$ cat src/rtl/pc_request_unit.sv
// Fetch front-end: owns the PC, issues instruction reads, turns control-unit
// decisions into registered data-memory requests, and freezes on HALT.
module pc_request_unit #(
   parameter logic [31:0] PC_INIT = 32'h0000_0000
) (
   input  logic        CLK,
   input  logic        nRST,
   input  logic [31:0] i_imemload,
   input  logic        i_ihit,
   input  logic        i_dhit,
   input  logic [2:0]  i_PCSrc,
   input  logic [31:0] i_rs_data,
   input  logic [15:0] i_immediate,
   input  logic [25:0] i_immediate26,
   input  logic        i_cu_dREN,
   input  logic        i_cu_dWEN,
   input  logic        i_halt_in,
   output logic [31:0] o_instruction,
   output logic [31:0] o_imemaddr,
   output logic        o_imemREN,
   output logic        o_dmemREN,
   output logic        o_dmemWEN,
   output logic [31:0] o_pc_plus4,
   output logic        o_halt,
   output logic [1:0]  o_state
);

   typedef enum logic [1:0] {
      FETCH  = 2'd0,
      MEM    = 2'd1,
      HALTED = 2'd2
   } state_t;

   state_t      r_state;
   state_t      w_next_state;
   logic [31:0] r_pc;
   logic [31:0] r_instr;
   logic        r_dmemREN;
   logic        r_dmemWEN;
   logic        r_halt;

   logic [31:0] w_pc_plus4;
   logic [31:0] w_branch_off;
   logic [31:0] w_next_pc;
   logic        w_fetch_done;
   logic        w_data_req;

   assign w_pc_plus4   = r_pc + 32'd4;
   assign w_branch_off = {{14{i_immediate[15]}}, i_immediate, 2'b00};
   assign w_fetch_done = (r_state == FETCH) && i_ihit;
   assign w_data_req   = i_cu_dREN || i_cu_dWEN;

   // Undefined PCSrc codes fall through to sequential execution.
   always_comb begin
      w_next_pc = w_pc_plus4;
      case (i_PCSrc)
         3'd0:    w_next_pc = i_rs_data;
         3'd1:    w_next_pc = {w_pc_plus4[31:28], i_immediate26, 2'b00};
         3'd2:    w_next_pc = w_pc_plus4 + w_branch_off;
         default: w_next_pc = w_pc_plus4;
      endcase
   end

   always_ff @(posedge CLK or negedge nRST) begin
      if (!nRST) r_state <= FETCH;
      else       r_state <= w_next_state;
   end

   always_comb begin
      w_next_state = r_state;
      case (r_state)
         FETCH: begin
            if (i_ihit) begin
               if (i_halt_in)       w_next_state = HALTED;
               else if (w_data_req) w_next_state = MEM;
            end
         end
         MEM: begin
            if (i_dhit) w_next_state = FETCH;
         end
         HALTED:  w_next_state = HALTED;
         default: w_next_state = FETCH;
      endcase
   end

   // While a data access or HALT is pending the control unit decodes the latched word.
   always_comb begin
      o_imemREN     = 1'b0;
      o_instruction = r_instr;
      case (r_state)
         FETCH: begin
            o_imemREN     = 1'b1;
            o_instruction = i_imemload;
         end
         default: begin
            o_imemREN     = 1'b0;
            o_instruction = r_instr;
         end
      endcase
   end

   always_ff @(posedge CLK or negedge nRST) begin
      if (!nRST) begin
         r_pc      <= PC_INIT;
         r_instr   <= 32'd0;
         r_dmemREN <= 1'b0;
         r_dmemWEN <= 1'b0;
         r_halt    <= 1'b0;
      end else begin
         case (r_state)
            FETCH: begin
               if (w_fetch_done) begin
                  if (i_halt_in) begin
                     r_halt  <= 1'b1;
                     r_instr <= i_imemload;
                  end else if (i_cu_dWEN) begin
                     r_dmemWEN <= 1'b1;
                     r_dmemREN <= 1'b0;
                     r_instr   <= i_imemload;
                  end else if (i_cu_dREN) begin
                     r_dmemREN <= 1'b1;
                     r_dmemWEN <= 1'b0;
                     r_instr   <= i_imemload;
                  end else begin
                     r_pc <= w_next_pc;
                  end
               end
            end
            MEM: begin
               if (i_dhit) begin
                  r_dmemREN <= 1'b0;
                  r_dmemWEN <= 1'b0;
                  r_pc      <= w_next_pc;
               end
            end
            HALTED: begin
               r_dmemREN <= 1'b0;
               r_dmemWEN <= 1'b0;
               r_halt    <= 1'b1;
            end
            default: begin
               r_dmemREN <= 1'b0;
               r_dmemWEN <= 1'b0;
            end
         endcase
      end
   end

   assign o_imemaddr = r_pc;
   assign o_pc_plus4 = w_pc_plus4;
   assign o_dmemREN  = r_dmemREN;
   assign o_dmemWEN  = r_dmemWEN;
   assign o_halt     = r_halt;
   assign o_state    = r_state;

   a_req_exclusive : assert property (@(posedge CLK) disable iff (!nRST)
      !(r_dmemREN && r_dmemWEN));

endmodule
$ cat config.mk
export PLATFORM = sky130hd
export DESIGN_NAME = pc_request_unit
export DESIGN_NICKNAME = d
export VERILOG_FILES = /design/src/rtl/pc_request_unit.sv
export SDC_FILE = /design/constraint.sdc
export NUM_CORES = 1
export LEC_CHECK = 0
export BUFFER_PORTS_ARGS = -buffer_cell sky130_fd_sc_hd__buf_2
export CAP_MARGIN = 5
export CORE_ASPECT_RATIO = 0.6
export CORE_MARGIN = 5
export CORE_UTILIZATION = 50
export CTS_CLUSTER_SIZE = 30
export DETAILED_ROUTE_END_ITERATION = 10
export PLACE_DENSITY = 0.87
export SLEW_MARGIN = 25
export SYNTH_ARGS = -nofsm -noshare
export SYNTH_HDL_FRONTEND = slang
export SYNTH_SLANG_ARGS = --single-unit
$ cat constraint.sdc
create_clock -name CLK -period 4.6 [get_ports CLK]
set_clock_uncertainty 0.2 [all_clocks]
set_input_delay 0.46 -clock CLK [delete_from_list [all_inputs] [get_ports CLK]]
set_output_delay 0.46 -clock CLK [all_outputs]
set_load 0.02 [all_outputs]
Word level (Yosys, flattened, before mapping):

Cells that the tools add are included.

* ROM bits: 0
* logic and storage cells: 64
* output and inout port bits: 102
* latch bits: 0
* bits in writable memories: 0
* memories: 0
* register bits after elaboration: 69

* shifts and indexed selects: 0
* $add $sub $neg: 2
* multiplexer cells: 31
* $mul: 0
* bitwise gates (word level): 0
* order comparisons: 0
* divide/modulo/power cells: 0
* eq/ne operators: 13
* reductions and logical operators: 12

Operator list (number)
* 32-bit two-way mux: 9
* 32-bit one-hot mux with 3 select lines: 1
* 32-bit one-hot mux with 2 select lines: 1
* 32-bit by 3-bit adder with 32-bit output (second input constant): 1
* 32-bit adder: 1
* 2-bit inequality test (second input constant): 7
* 1-bit two-way mux: 12
* 3-bit AND reduction: 3
* 2-bit two-way mux: 4
* 3-bit inequality test (second input constant): 2
* 1-bit one-hot mux with 2 select lines: 3
* 2-bit one-hot mux with 3 select lines: 1
* 6-bit AND reduction: 1
* 4-bit AND reduction: 1
* 2-bit nonzero test: 2
* 3-bit by 1-bit == test with 1-bit output (second input constant): 1
* 3-bit by 2-bit == test with 1-bit output (second input constant): 1
* 3-bit logical NOT: 1
* 3-bit nonzero test: 1
* 2-bit by 1-bit == test with 1-bit output (second input constant): 1
* 2-bit == test (second input constant): 1
* 2-bit logical NOT: 1
* 1-bit logical AND: 1
* 1-bit logical OR: 1

Logic depth before layout (Yosys ltp):

Gate-level depths: netlist of the first run.

* depth in word-level cells: 8
* gate-level depth with buffers: 18
* depth with buffers taken out: 15

Least setup slack after synthesis of the first run:

OpenSTA, ideal clock, no wires.

* kind: reg2reg
* start point: register r_pc[4], in the netlist o_imemaddr[4]
* end point: register r_pc[31], in the netlist o_imemaddr[31]
* setup slack: 160 ps
* stages on the path, launching flop included: 16
* data required time: 4272 ps
* data arrival time: 4113 ps
* clock period less this slack: 4440 ps
* cell sequence: dfrtp_1 -> and4_1 -> clkbuf_1 -> and3_1 -> nand4_1 -> xnor2_1 -> ha_1 -> and3_1 -> and3b_1 -> or4b_2 -> o211ai_1 -> a21oi_1 -> nand3b_1 -> a21oi_1 -> a221o_1 -> o31ai_2

* word-level cells in the longest chain between the ends: 8
* elaborated cells between the ends (all ways): 9
* classes of those cells: add/sub: 2; mux: 7

RTL lines
* from (decl): RTL line 36 `logic [31:0] r_pc;`
* from (signal assigned): RTL line 125 `r_pc <= w_next_pc;`
* from (signal assigned): RTL line 133 `r_pc <= w_next_pc;`
* 32-bit by 3-bit adder with 32-bit output (*): RTL line 48 `assign w_pc_plus4 = r_pc + 32'd4;`
* via o_pc_plus4[11]: RTL line 23 `output logic [31:0] o_pc_plus4,`
* 32-bit adder (*): RTL line 59 `3'd2: w_next_pc = w_pc_plus4 + w_branch_off;`
* 32-bit one-hot mux with 3 select lines (*): RTL line 56 `case (i_PCSrc)`
* 32-bit two-way mux: RTL line 120 `end else if (i_cu_dREN) begin`
* 32-bit two-way mux: RTL line 116 `end else if (i_cu_dWEN) begin`
* 32-bit two-way mux: RTL line 113 `if (i_halt_in) begin`
* 32-bit two-way mux: RTL line 112 `if (w_fetch_done) begin`
* 32-bit one-hot mux with 2 select lines (*): RTL line 110 `case (r_state)`

Mark *: on every way through the listed nets, which the timed path passes. The rest lies on a longest branch. The select of a mux whose other input is x is not followed.
A chain may end at the register's enable or synchronous reset.

Worst setup path in the final report of the first run:

* start point: register r_pc[4], in the netlist o_imemaddr[4]
* end point: register r_pc[29], in the netlist o_imemaddr[29]

* word-level cells in the longest chain between the ends: 8
* elaborated cells between the ends (all ways): 9
* classes of those cells: add/sub: 2; mux: 7

RTL lines (RTL line)
* 32-bit by 3-bit adder with 32-bit output (*): 48
* 32-bit adder: 59
* 32-bit one-hot mux with 3 select lines (*): 56
* 32-bit two-way mux: 120
* 32-bit two-way mux: 116
* 32-bit two-way mux: 113
* 32-bit two-way mux: 112
* 32-bit one-hot mux with 2 select lines (*): 110

Mark *: on every way between the ends. The rest lies on a longest branch, timed or not. The select of a mux whose other input is x is not followed.

==> impl_results.rst, run 1 <==
.. list-table::
   :header-rows: 1

   * - Metric
     - Value
   * - Launch point of the critical path
     - o_imemaddr[4]
   * - Worst Path Arrival
     - 4.51 ns
   * - Multi-input gate area in the final layout
     - 4170 um^2
   * - Die Y-Extent
     - 95.3 um
   * - Type of the worst setup path
     - flip-flop to flip-flop
   * - Sum of net half-perimeters after detailed placement
     - roughly 17,000 um
   * - Total I/O pin count
     - 218
   * - DR pass1 iterations
     - 9
   * - Floorplan die area
     - 14,500 um^2
   * - Antenna fix cells
     - 0
   * - Number of enable flip-flop cells after synthesis
     - 0
   * - Setup WS pre-CTS
     - 0.120 ns
   * - Ratio of final minimum period to clock period
     - a little over nine tenths
   * - Max-slew violations
     - 0
   * - Count of different cell masters after synthesis
     - 65
   * - Count of antenna-violating nets left after detailed routing
     - 0
   * - First-pass GRT wire length
     - around 34,000 um
   * - Final setup fails
     - 0
   * - Worst path top cell family by delay
     - simple AND/OR/NAND/NOR gates
   * - CP Data Required Time
     - 4.66 ns
   * - Site Rows
     - 31
   * - Final std cells w/o fill
     - 1,061
   * - Fraction of registers with async set/reset
     - 100%
   * - Most frequent cells in the layout
     - 217 x buf_2, 69 x dfrtp_1, 66 x mux2_2, 56 x nor2_1, 52 x nand2_1
   * - Slowest Stage Delay on Critical Path
     - 0.63 ns
   * - Sequential share of the synthesized area
     - roughly 28%
   * - Total clock sinks
     - 69
   * - Power density relative to cell area
     - between 600 and 700 nW/um^2
   * - Clock Path Buffers
     - 2
   * - Avg Cell Area, Syn
     - 8.83 um^2
   * - Layout filler cell count
     - around 1,000
   * - Total number of vias
     - around 6,700
   * - Net Count, Synth
     - 838
   * - Final critical-path setup slack
     - roughly 0.15 ns
   * - Synthesis Warnings
     - 0
   * - Critical-path cell with the highest stage delay
     - or4b_2
   * - Cells after Synth
     - between 600 and 700
   * - Remaining max-slew budget at the tightest pin
     - 38.9%
   * - Maximum fanout count along the critical path
     - 8
   * - DRC Markers
     - 0
   * - Quantity of I/O buffers inserted on ports
     - 217
   * - Via count of the first global-routing pass
     - 6,146
   * - Layout net count
     - 1,043
   * - Startpoint of the most critical register-to-register path
     - o_imemaddr[4]
   * - Area of the core
     - 11,900 um^2
   * - Highest attainable clock frequency
     - between 200 and 250 MHz
   * - Minimum clock period
     - 4.45 ns
   * - Number of buffer and inverter instances along the worst setup path
     - 1
   * - CTS tree
     - done
   * - Run status
     - finished clean
   * - Endpoint type of the worst setup path
     - flip-flop
   * - Hold path startpoint
     - i_imemload[21]
   * - CTS HTree Levels
     - 3
   * - Wire length per cell after detailed routing
     - 20.7 um
   * - GRT Overall Usage
     - approximately 29%
   * - Grt total ovfl
     - 0
   * - Leakage
     - 3.61 nW
   * - Slew at the pin with the worst max-slew slack
     - 0.917 ns
   * - Post-Route Hold Slack
     - 0.164 ns
   * - Gp weighted congestion
     - 1.06
   * - Class of the tightest hold or removal check
     - input port to flip-flop
   * - CP cell instances
     - and4_1 -> nand2_1 -> xnor2_1 -> ha_1 -> a21oi_1 -> and3b_1 -> or4b_2 -> o211ai_1 -> buf_4 -> a211oi_1 -> o22ai_1 -> xnor2_1 -> nand2_1 -> a31oi_1
   * - Post-synthesis to final-layout area growth
     - 26.3%
   * - Dominant register cell in the synthesized netlist
     - dfrtp_1
   * - Clock-pin transition on the worst setup and hold timing paths
     - 0.06 ns
   * - Total wire length
     - between 20,000 and 25,000 um
   * - DRC marker count from the first detailed-route iteration
     - around 1,000
   * - Mean number of vias per cell
     - between 6 and 7
   * - Internal reg-to-reg setup slack
     - 0.15 ns
   * - Setup crit start kind
     - flip-flop
   * - Dpl cells
     - 1,042
   * - Die Wd
     - approximately 150 um
   * - Netlist Area Pre-Place
     - ~6000 um^2
   * - Final-report hold violation count
     - 0
   * - Number of CTS-inserted buffers
     - 9
   * - Worst VDD drop
     - 255 uV
   * - Worst-skew pair later-pin latency
     - 0.34 ns
   * - Initial antenna violation count
     - 0
   * - Share of final-layout standard cells stronger than drive strength 1
     - 37.5%
   * - Initial Util
     - between 50% and 60%
   * - Max-cap violations
     - 0
   * - Pin count of the biggest net entering global routing
     - 53
   * - Root Driver
     - clkbuf_16
   * - Most frequent standard cell in the layout excluding fill and tap cells
     - buf_2
   * - Sequential Area
     - ~1700 um^2
   * - #FFs+latches synth
     - 69
==> where the power goes <==
part | switching, mW | internal (mW) | total, mW
sequential | 0.301 | 0.878 | 1.18
combinational | 2.00 | 1.34 | 3.34
clock | 0.300 | 0.421 | 0.721
==> through the flow <==
step	TNS (ns)	power, mW	cell area, um^2	util, %
after floorplan	0	3.36	6060	-
after detailed placement	0	4.39	7310	61.2
after global placement	0	4.32	7310	61.2
final	0	5.24	7650	64.0
after global routing	-0.0702	5.54	7650	64.0
after CTS	0	5.14	7620	63.8
==> path summary, 6_finish.rpt <==
| kind | end | depth (start not counted) |
|---|---|---|
| max | o_imemaddr[29] | 14 |
| min in group asynchronous | r_instr[7] | 2 |
| max in group asynchronous | o_imemaddr[25] | 3 |
| min reg2reg | o_halt | 1 |
| min | r_instr[21] | 2 |
| max reg2reg | o_imemaddr[29] | 14 |
==> per-layer routing <==
layer	global-route usage [%]	part of all wire, %	vias up
met5	0	0.027	-
met4	7.03	2.0	2
met3	9.66	13	50
met2	42.9	42	462
met1	42.1	42	3169
li1	-	-	2997
==> worst reg2reg max path, stage by stage, from the launching register on <==
cell	delay, ns
dfrtp_1	0.46
and4_1	0.38
nand2_1	0.17
xnor2_1	0.38
ha_1	0.39
a21oi_1	0.31
and3b_1	0.25
or4b_2	0.63
o211ai_1	0.21
buf_4	0.17
a211oi_1	0.13
o22ai_1	0.25
xnor2_1	0.15
nand2_1	0.07
a31oi_1	0.22
==> registers in the layout, summed over array words and instances (netlist names) <==
| signal | cells |
|---|---|
| o_halt | 1 |
| o_dmemREN | 1 |
| r_instr | 32 |
| o_state | 2 |
| o_imemaddr | 32 |
| o_dmemWEN | 1 |
==> cells by family (layout without fill, tap and decap cells) <==
family / Yosys count / count (layout) / share of synthesized area, %
adder cells (fa/ha/maj): 36 / 36 / 7.56
XOR/XNOR: 45 / 45 / 6.94
AO/OA/AOI/OAI: 197 / 197 / 22.2
AND/OR/NAND/NOR: 214 / 214 / 17.8
multiplexers: 75 / 75 / 13.8
flip-flops: 69 / 69 / 28.5
buffers and inverters: 50 / 260 / 3.26
==> cell usage after synthesis (10+ instances only) <==
cell type / instances / share of area [%]
xor2_1: 14 / 2.0
mux2_2: 66 / 12
a222oi_1: 12 / 2.0
xnor2_1: 29 / 4.2
a21oi_1: 29 / 2.4
clkbuf_1: 32 / 2.0
a31oi_1: 16 / 1.7
dfrtp_1: 69 / 28
nand4_1: 10 / 1.0
o21ai_0: 49 / 4.0
nand2_1: 52 / 3.2
nand3_1: 25 / 2.1
inv_1: 11 / 0.68
a21o_1: 17 / 2.1
a22o_1: 18 / 2.6
nor2_1: 57 / 3.5
ha_1: 35 / 7.2
nor3_1: 11 / 0.91
==> final cells by class <==
| cell class | count | area share (%) |
|---|---|---|
| clock inverters | 7 | 0.998 |
| clock buffers | 9 | 2.94 |
| flip-flops and latches | 69 | 22.6 |
| multi-input cells | 567 | 54.5 |
| repair buffers | 233 | 15.8 |
| inverters | 11 | 0.540 |
| well taps | 165 | 2.70 |
==> timing repair <==
| action | CTS | global route |
|---|---|---|
| buffers inserted | 0 | 2 |
| resized for setup | 0 | 3 |
| hold buffers | 1 | 0 |
| setup endpoints to repair | 0 | 11 |
| hold endpoints to repair | 17 | 0 |
(Power assumes the default switching activity.)
==> inputs of run 2 (changes only) <==
Settings changed: CORE_ASPECT_RATIO 0.6 to 0.8, PLACE_DENSITY 0.87 to 0.9.
==> run 2 against run 1 <==
Effect of this change:
- first-iteration DRC count fell by 40%
- clock power rose by 0.6%
- design area shrank 0.41%
- setup slack improved by 0.038 ns
- final cell count decreased by 1.6%
- critical endpoint is now o_imemaddr[31]
- largest power group unchanged
- power is 2.0% lower
- via count down 3.9%
- maximum frequency is 0.87% higher
- highest routed layer is now met4
- non-clock buffer count is 4 lower
==> impl_results.rst, run 2 (synthesis results as in run 1) <==
.. list-table::
   :header-rows: 1

   * - Metric
     - Value
   * - Post-synthesis to final-layout area growth
     - 25.7%
   * - Layout filler cell count
     - about 1,100
   * - Startpoint of the most critical register-to-register path
     - o_imemaddr[4]
   * - Initial antenna violation count
     - 0
   * - Worst Path Arrival
     - 4.41 ns
   * - Layout net count
     - roughly 1,000
   * - Launch point of the critical path
     - o_imemaddr[4]
   * - Most frequent standard cell in the layout excluding fill and tap cells
     - buf_2
   * - Sum of net half-perimeters after detailed placement
     - 15,500 um
   * - Setup WS pre-CTS
     - 0.272 ns
   * - GRT Overall Usage
     - 27.5%
   * - CP cell instances
     - and4_1 -> and3_1 -> nand4_1 -> xnor2_2 -> ha_1 -> and3_1 -> and3b_1 -> or4b_2 -> o211ai_1 -> a21oi_1 -> nand3b_1 -> a21oi_1 -> a221o_1 -> o31ai_2
   * - Worst-skew pair later-pin latency
     - ~0.33 ns
   * - CTS HTree Levels
     - 3
   * - Die Wd
     - 133 um
   * - Post-Route Hold Slack
     - 0.0199 ns
   * - Total clock sinks
     - 69
   * - Highest attainable clock frequency
     - 227 MHz
   * - Die Y-Extent
     - 108 um
   * - Type of the worst setup path
     - flip-flop to flip-flop
   * - Power density relative to cell area
     - 673 nW/um^2
   * - Endpoint type of the worst setup path
     - flip-flop
   * - Count of antenna-violating nets left after detailed routing
     - 0
   * - Met3 usage in global routing
     - 5.77%
   * - Gp weighted congestion
     - roughly 0.99
   * - Total I/O pin count
     - 218
   * - Ratio of final minimum period to clock period
     - 95.9%
   * - Leakage
     - 3.61 nW
   * - Initial Util
     - 50.4%
   * - CP Data Required Time
     - 4.60 ns
   * - Root Driver
     - clkbuf_16
   * - Clock Path Buffers
     - 2
   * - Global Route met1 Usage
     - 36.7%
   * - Grt total ovfl
     - 0
   * - Antenna fix cells
     - 0
   * - Pin count of the biggest net entering global routing
     - 46
   * - Final setup fails
     - 0
   * - Final core utilization
     - 63.4%
   * - Quantity of I/O buffers inserted on ports
     - 217
   * - Depth of the worst register-to-register path
     - 14
   * - Total wire length
     - roughly 21,000 um
   * - Area of the core
     - 12,000 um^2
   * - Share of final-layout standard cells stronger than drive strength 1
     - 37.3%
   * - Most frequent cells in the layout
     - 217 x buf_2, 69 x dfrtp_1, 66 x mux2_2, 56 x nor2_1, 52 x nand2_1
   * - DR pass1 iterations
     - 7
   * - DRC marker count from the first detailed-route iteration
     - 605
   * - Met2 demand-to-capacity share in global routing
     - 45.0%
   * - Critical-path cell with the highest stage delay
     - or4b_2
   * - Max-cap violations
     - 0
   * - Number of CTS-inserted buffers
     - 9
   * - Slowest Stage Delay on Critical Path
     - 0.64 ns
   * - Busiest metal layer after global routing
     - met2
   * - Setup crit start kind
     - flip-flop
   * - Final-report hold violation count
     - 0
   * - Via count of the first global-routing pass
     - 6,264
   * - DRC Markers
     - 0
   * - Worst VDD drop
     - around 350 uV
   * - Cts-stage hold buffer count
     - 0
   * - CTS tree
     - done
   * - Site Rows
     - 36
   * - Total number of vias
     - 6,420
   * - Remaining max-slew budget at the tightest pin
     - 37.2%
   * - Mean number of vias per cell
     - about 6
   * - Wire length per cell after detailed routing
     - 19.7 um
   * - Maximum fanout count along the critical path
     - 8
   * - Slew at the pin with the worst max-slew slack
     - 0.940 ns
   * - Floorplan die area
     - 14,400 um^2
   * - Clock-pin transition on the worst setup and hold timing paths
     - around 0.06 ns
   * - Final critical-path setup slack
     - 0.188 ns
   * - Max-slew violations
     - 0
   * - Minimum clock period
     - 4.41 ns
   * - Class of the tightest hold or removal check
     - input port to asynchronous set/reset pin
   * - First-pass GRT wire length
     - 32,100 um
   * - Total power of the final layout
     - 5.13 mW
   * - Run status
     - finished clean
run 2: per-layer routing:
layer  up-vias  wire length [um]
met1      3012              8630
met5         -                 0
met4         0               438
met2       377              9520
met3        36              1990
li1       2995                 -
run 2: per-stage QoR:
| step | cells | setup TNS (ns) | area, um^2 |
|---|---|---|---|
| finish | 1044 | 0 | 7620 |
| global route | 1044 | -0.0797 | 7620 |
| CTS | 1044 | 0 | 7600 |
| detailed placement | 1028 | 0 | 7290 |
| global placement | 1028 | 0 | 7290 |
| floorplan | 686 | 0 | 6060 |
run 2: path summary, 6_finish.rpt:
check	endpoint	slack (ns)
worst max-delay path	o_imemaddr[31]	0.19
worst max register to register	o_imemaddr[31]	0.19
max in group asynchronous	o_imemaddr[16]	3.16
worst min-delay path	o_halt	0.02
min in group CLK	r_instr[17]	0.17
worst min register to register	o_halt	0.30
run 2: final cells by class:
cell class / instances / area (um^2) / share of cell area (%)
clock inverter: 7 / 82.6 / 1.08
inverter: 11 / 41.3 / 0.542
clock buffer: 9 / 225 / 2.96
timing repair buffer: 229 / 1180 / 15.4
tap: 152 / 190 / 2.50
sequential: 69 / 1730 / 22.7
multi-input combinational: 567 / 4180 / 54.8
run 2: worst max-delay path, delay by kind of cell (launching register included):
family	cells	cell delay [ns]
adder cells (fa/ha/maj)	1	0.32
XOR/XNOR	1	0.31
AO/OA/AOI/OAI	5	0.93
flip-flops	1	0.47
AND/OR/NAND/NOR	7	2.04
run 2: power by group:
group	leakage (nW)	internal (mW)	switching, mW
Combinational	2.65	1.33	1.90
Sequential	0.820	0.877	0.297
Clock	0.145	0.429	0.297
Total	3.61	2.64	2.50
run 2: timing repair:
action,in CTS,in global routing
setup buffers,0,0
resized for setup,0,4
setup endpoints to repair,0,5
